### src/rtl/cfg_pkg.sv
// Shared constants and FSM encoding for the configuration bitstream loader.
// The bitstream generator bench uses the same definitions.
package cfg_pkg;

    localparam logic [7:0]  SYNC_DEFAULT = 8'hA5;
    localparam int unsigned PAYLOAD_LEN  = 15;
    localparam int unsigned SHADOW_W     = 120;
    localparam int unsigned CNT_W        = 4;

    typedef enum logic [1:0] {
        IDLE   = 2'd0,
        LOAD   = 2'd1,
        CHECK  = 2'd2,
        COMMIT = 2'd3
    } state_t;

endpackage

### src/rtl/config_loader.sv
// Bitstream configuration loader: hunts for a sync byte, shadows a 15-byte payload,
// verifies an XOR checksum and commits the switch/logic-block configuration atomically.
module config_loader
    import cfg_pkg::*;
#(
    parameter logic [7:0]  SYNC_BYTE = SYNC_DEFAULT,
    parameter int unsigned CFG_W     = 108,
    parameter int unsigned LB_W      = 5
) (
    input  logic             clk,
    input  logic             rst,
    input  logic [7:0]       bs_data,
    input  logic             bs_valid,
    output logic             bs_ready,
    output logic [CFG_W-1:0] sb_cfg,
    output logic [LB_W-1:0]  lb_cfg,
    output logic             cfg_done,
    output logic             cfg_err
);

    localparam int unsigned     KEEP_W   = CFG_W + LB_W;
    localparam logic [CNT_W-1:0] LAST_IDX = CNT_W'(PAYLOAD_LEN - 1);

    state_t             state;
    state_t             state_nx;
    logic [CNT_W-1:0]   cnt;
    logic [KEEP_W-1:0]  shadow;
    logic [7:0]         csum;
    logic               match;
    logic               accept_c;

    assign accept_c = bs_valid & bs_ready;

    // Next-state logic
    always_comb begin
        state_nx = state;
        case (state)
            IDLE:    if (accept_c && (bs_data == SYNC_BYTE)) state_nx = LOAD;
            LOAD:    if (accept_c && (cnt == LAST_IDX))      state_nx = CHECK;
            CHECK:   if (accept_c)                           state_nx = COMMIT;
            COMMIT:  state_nx = IDLE;
            default: state_nx = IDLE;
        endcase
    end

    always_ff @(posedge clk or posedge rst) begin
        if (rst) state <= IDLE;
        else     state <= state_nx;
    end

    // Datapath; reserved shadow bits above KEEP_W can never reach an output, so they are not stored
    always_ff @(posedge clk or posedge rst) begin
        if (rst) begin
            bs_ready <= 1'b0;
            cnt      <= '0;
            shadow   <= '0;
            csum     <= '0;
            match    <= 1'b0;
            sb_cfg   <= '0;
            lb_cfg   <= '0;
            cfg_done <= 1'b0;
            cfg_err  <= 1'b0;
        end else begin
            bs_ready <= (state_nx != COMMIT);
            case (state)
                IDLE: begin
                    if (accept_c && (bs_data == SYNC_BYTE)) begin
                        cnt      <= '0;
                        shadow   <= '0;
                        csum     <= '0;
                        cfg_done <= 1'b0;
                        cfg_err  <= 1'b0;
                    end
                end
                LOAD: begin
                    if (accept_c) begin
                        for (int unsigned i = 0; i < KEEP_W; i++) begin
                            if (CNT_W'(i / 8) == cnt) shadow[i] <= bs_data[3'(i % 8)];
                        end
                        csum <= csum ^ bs_data;
                        if (cnt != LAST_IDX) cnt <= cnt + 1'b1;
                    end
                end
                CHECK: begin
                    if (accept_c) match <= (bs_data == csum);
                end
                COMMIT: begin
                    if (match) begin
                        sb_cfg   <= shadow[CFG_W-1:0];
                        lb_cfg   <= shadow[KEEP_W-1:CFG_W];
                        cfg_done <= 1'b1;
                    end else begin
                        cfg_err  <= 1'b1;
                    end
                end
                default: ;
            endcase
        end
    end

endmodule

### config.mk
export PLATFORM = sky130hd
export DESIGN_NAME = config_loader
export DESIGN_NICKNAME = d
export VERILOG_FILES = /design/src/rtl/cfg_pkg.sv /design/src/rtl/config_loader.sv
export SDC_FILE = /design/constraint.sdc
export NUM_CORES = 1
export LEC_CHECK = 0
export CORE_MARGIN = 2
export CORE_UTILIZATION = 50
export DETAILED_ROUTE_END_ITERATION = 6
export PLACE_DENSITY = 0.7
export SKIP_CTS_REPAIR_TIMING = 1
export SLEW_MARGIN = 10
export SYNTH_ARGS = -nofsm -noshare
export SYNTH_HDL_FRONTEND = slang
export SYNTH_SLANG_ARGS = --single-unit
### constraint.sdc
create_clock -name clk -period 11.5 [get_ports clk]
set_clock_uncertainty 0.05 [all_clocks]
set_input_delay 1.725 -clock clk [delete_from_list [all_inputs] [get_ports clk]]
set_output_delay 1.725 -clock clk [all_outputs]
set_load 0.1 [all_outputs]
# --- Word level (Yosys, flattened, before mapping) ---
# Cells that the tools add are included.
totals:
  ff_bits: 244
  inputBits: 11
  wordCells: 228
op_classes:
  n_addsub: 1
  n_eq_ne: 42
  n_bitwise: 2
  reduce_logical: 27
  n_mux: 132
ops:
  columns: ["operator", "count"]
  rows:
  - ["$mux W113", 2]
  - ["$pmux W113 S2", 1]
  - ["$mux W1", 116]
  - ["$reduce_and A4 Y1", 16]
  - ["$ne A2 B2 Y1 const B", 21]
  - ["$eq A4 B4 Y1 const A", 7]
  - ["$eq A3 B4 Y1 const A", 4]
  - ["$mux W8", 2]
  - ["$pmux W8 S2", 1]
  - ["$mux W4", 3]
  - ["$reduce_and A3 Y1", 3]
  - ["$eq A2 B4 Y1 const A", 2]
  - ["$eq A8 B8 Y1", 1]
  - ["$eq A8 B8 Y1 const B", 1]
  - ["$pmux W2 S4", 1]
  - ["$pmux W4 S2", 1]
  - ["$xor A8 B8 Y8", 1]
  - ["$mux W2", 3]
  - ["$add A4 B1 Y4 const B", 1]
  - ["$eq A1 B4 Y1 const A", 1]
  - ["$eq A2 B2 Y1 const B", 2]
  - ["$eq A4 B4 Y1 const B", 1]
  - ["$logic_not A4 Y1", 1]
  - ["$ne A4 B4 Y1 const B", 1]
  - ["other kinds (7)", 11]

# --- Longest topological paths before layout ---
logic_depth:
  ltp_word: 5
  ltp_mapped: 7
  mapped_depth_nobuf: 6

# --- Least setup slack after synthesis ---
# Ideal clock, no wire load.
synth_timing:
  path_type: "in2reg"
  from: "input bs_data[3]"
  to: "register shadow[104]"
  stages: 5
  path_slack_ns: 8.357
  setup_ns: 0.125
  required_ns: 11.325
  arrival_ns: 2.968
  cell_sequence: "and4bb_2 nand4_4 buf_6 o21ai_4 mux2_4"
synth_via:
  elab_chain_cells: 4
synth_rtl:
  columns: ["element", "line", "text"]
  rows:
  - ["from (decl)", "config_loader.sv:12", "input logic [7:0] bs_data,"]
  - ["$eq A8 B8 Y1", "config_loader.sv:67", "if (accept_c && (bs_data == SYNC_BYTE)) begin"]
  - ["$logic_and A1 B1 Y1", "config_loader.sv:67", null]
  - ["$ne A2 B2 Y1 (no line)", null, null]
  - ["$reduce_and A4 Y1 (no line)", null, null]
  - ["to (signal, indexed assignment)", "config_loader.sv:78", "if (CNT_W'(i / 8) == cnt) shadow[i] <= bs_data[3'(i % 8)];"]
  - ["to (decl)", "config_loader.sv:27", "logic [KEEP_W-1:0] shadow;"]
# No other way between the ends.
# A chain may end at the register's enable or synchronous reset.

==> metrics.cfg <==
[status]
status=finished clean

[finish]
areaGrowthSynthToFinish_pct=22.61
multi_input_area_mm2=0.003695
final_cell_mix=244 x dfrtp_1, 153 x mux2_2, 126 x clkdlybuf4s50_1
regArea_mm2=0.006106
antenna_cells=0
drive_above_1_share=0.3421
fin_nets=791
final_common_cell=dfrtp_1
fillers=1453

[sta]
worstMarginPinSlew_ps=1068
drv_slew=0
period_share=0.3429
relSlewSlack=0.2855
finalSetupViolCount=0
setup-tns-final_ps=0
fin_crit_ps=3944
rsz0062_at_grt=no
fmax_mhz=253.6
hold_viol=0
setup_ws_ps=7556

[global_routing]
grt_pass1_vias=6136
grt_pass1_wl_mm=34.99
grt_max_degree=104
overflow=0
track_usage=0.2056
antenna_found_initial=0

[setup_path]
start_kind=primary input
worst-path-max-fanout=103
r2r-end=sb_cfg[10]$_DFFE_PP0P_
endpoint_kind=asynchronous set/reset pin
path_cells=clkdlybuf4s50_1 -> inv_8 -> buf_4 -> buf_4
regToRegStartpoint=state[1]$_DFF_PP0_
cp_slowest_cell=buf_4
cp.required_ps=12020
crit_arrival_ps=4460
slowest_delay_ps=890
r2r_slack_ps=8470
rr_worst_depth=3
cpMostUsedCell=buf_4
critical_path_class=primary input to asynchronous set/reset pin

[pwr]
ir_drop_mv=0.1251
power_density_mw_per_mm2=168.0
p_leak_uw=0.005927

[logic_synthesis]
synth-main-ff-cell=dfrtp_1
ys_types=50
ys_seq_area_frac=0.6093
syn-cell-area_mm2=0.01002
synth_nets=670
avgSynthCellArea_um2=15.30
ys.warnings.count=0
ys_async_sr_fraction=1.000
netlist_instances=655
synth-seq-cells=244
synth_edf_count=0

[route]
vias_per_cell=5.417
routed-via-count=5742
dr.pass1.iters=4
first_iter_violations=266
wl_per_cell_um=20.00
ant_nets=0
route.detailed.drc=0
routed_wl_mm=21.20

[worst_hold_path]
hold_end=sb_cfg[46]$_DFFE_PP0P_
hold_depth=1
hold_path_class=register to register
hp-start=shadow[46]$_DFFE_PP0P_

[floorplanning]
coreArea_mm2=0.01959
die_width_um=145.6
row_count=51
dieArea_mm2=0.02119
initial_core_util=0.5115
io_pins=127
die_h_um=145.6

[clock_tree]
htreeDepth=1
cts_buffers=25
cts_root_buf=clkbuf_16
cts_tree=yes
clk_pin_slew_ps=60
clkLatencyLatePin_ps=520
cts.sinks=244
cts_max_path_buffers=3

[placed_design]
dp_hpwl_mm=13.61
gp_congestion=0.7475
io_buffer_count=126
pre_cts_ws_ps=6855

[run]
cap_violations=0

-- report_power, final --
| part | total (µW) | leakage [µW] | internal [µW] | switching (µW) |
|---|---|---|---|---|
| clock network | 788 | 0.000401 | 469 | 319 |
| logic | 280 | 0.00220 | 121 | 160 |
| registers | 996 | 0.00333 | 936 | 59.5 |
-- state kept, by name, summed over array words and instances (netlist names) --
name      flops
bs_ready      1
cfg_done      1
cfg_err       1
cnt           4
csum          8
lb_cfg        5
match         1
sb_cfg      108
shadow      113
state         2
-- cell families (layout without fill, tap and decap cells) --
kind of cell,count (synthesis),after routing,synth area share
muxes,210,210,0.2570
xor gates and xnor gates,8,8,0.006992
and+or+nand+nor,85,85,0.04807
DFF,244,244,0.6093
adders and majority gates,4,4,0.004995
AOI/OAI and AO/OA,56,56,0.05044
buffers and inverters,48,188,0.02322
-- worst max path at each step --
stage,start,slack (ps),endpoint,cells after the start
after global placement,rst,6980,sb_cfg[51]$_DFFE_PP0P_,4
after CTS,rst,7410,shadow[65]$_DFFE_PP0P_,4
after detailed placement,rst,6860,cnt[0]$_DFFE_PP0P_,4
after global routing,rst,7100,shadow[112]$_DFFE_PP0P_,4
after floorplan,rst,3020,bs_ready$_DFF_PP0_,1
final,rst,7560,shadow[40]$_DFFE_PP0P_,4
-- layer usage --
layer  GRT usage  routed length [µm]  vias up
met5           0                   0        -
met4     0.06471                 607        0
met3     0.03605                1056       42
met2      0.3244                9916      153
met1      0.2937                9619     2973
li1            -                   -     2574
-- cells in the mapped netlist (4+ instances only) --
cell	number	share of area
o21ai_4	6	0.0097
nand3_1	6	0.0030
nor2_1	8	0.0030
buf_2	12	0.0060
mux2_2	153	0.17
buf_6	4	0.0045
inv_1	13	0.0049
ha_1	4	0.0050
o21ai_0	10	0.0050
buf_1	5	0.0019
o22ai_1	9	0.0056
nand3b_1	7	0.0052
xnor2_1	8	0.0070
mux2_4	56	0.084
nand2_1	33	0.012
clkbuf_1	12	0.0045
and2_1	8	0.0050
o41ai_1	10	0.0087
dfrtp_1	244	0.61
-- critical path: cells and delay by family --
kind                   cells  cell delay [ps]
buffers and inverters      4             2590
-- metrics by stage --
| stage | hold WS (ps) | cell area (µm²) | util | power (µW) | std cells |
|---|---|---|---|---|---|
| after detailed placement | 430.5 | 11470 | 0.5856 | 1290 | 1014 |
| after global placement | 423.1 | 11470 | 0.5856 | 1279 | 1014 |
| after CTS | 452.9 | 12290 | 0.6272 | 2086 | 1060 |
| final | 447.7 | 12290 | 0.6272 | 2064 | 1060 |
| after global routing | 459.8 | 12290 | 0.6272 | 2160 | 1060 |
| after floorplan | 404.1 | 10020 | - | 1212 | 655 |
-- final cells by class --
cell class,count,area share
sequential,244,0.4969
multi-input combinational,363,0.3007
timing repair buffer,129,0.1045
clock buffer,39,0.06090
tap,265,0.02699
clock inverter,7,0.005397
inverter,13,0.004582
No activity file was read; power rests on OpenSTA's default activity.
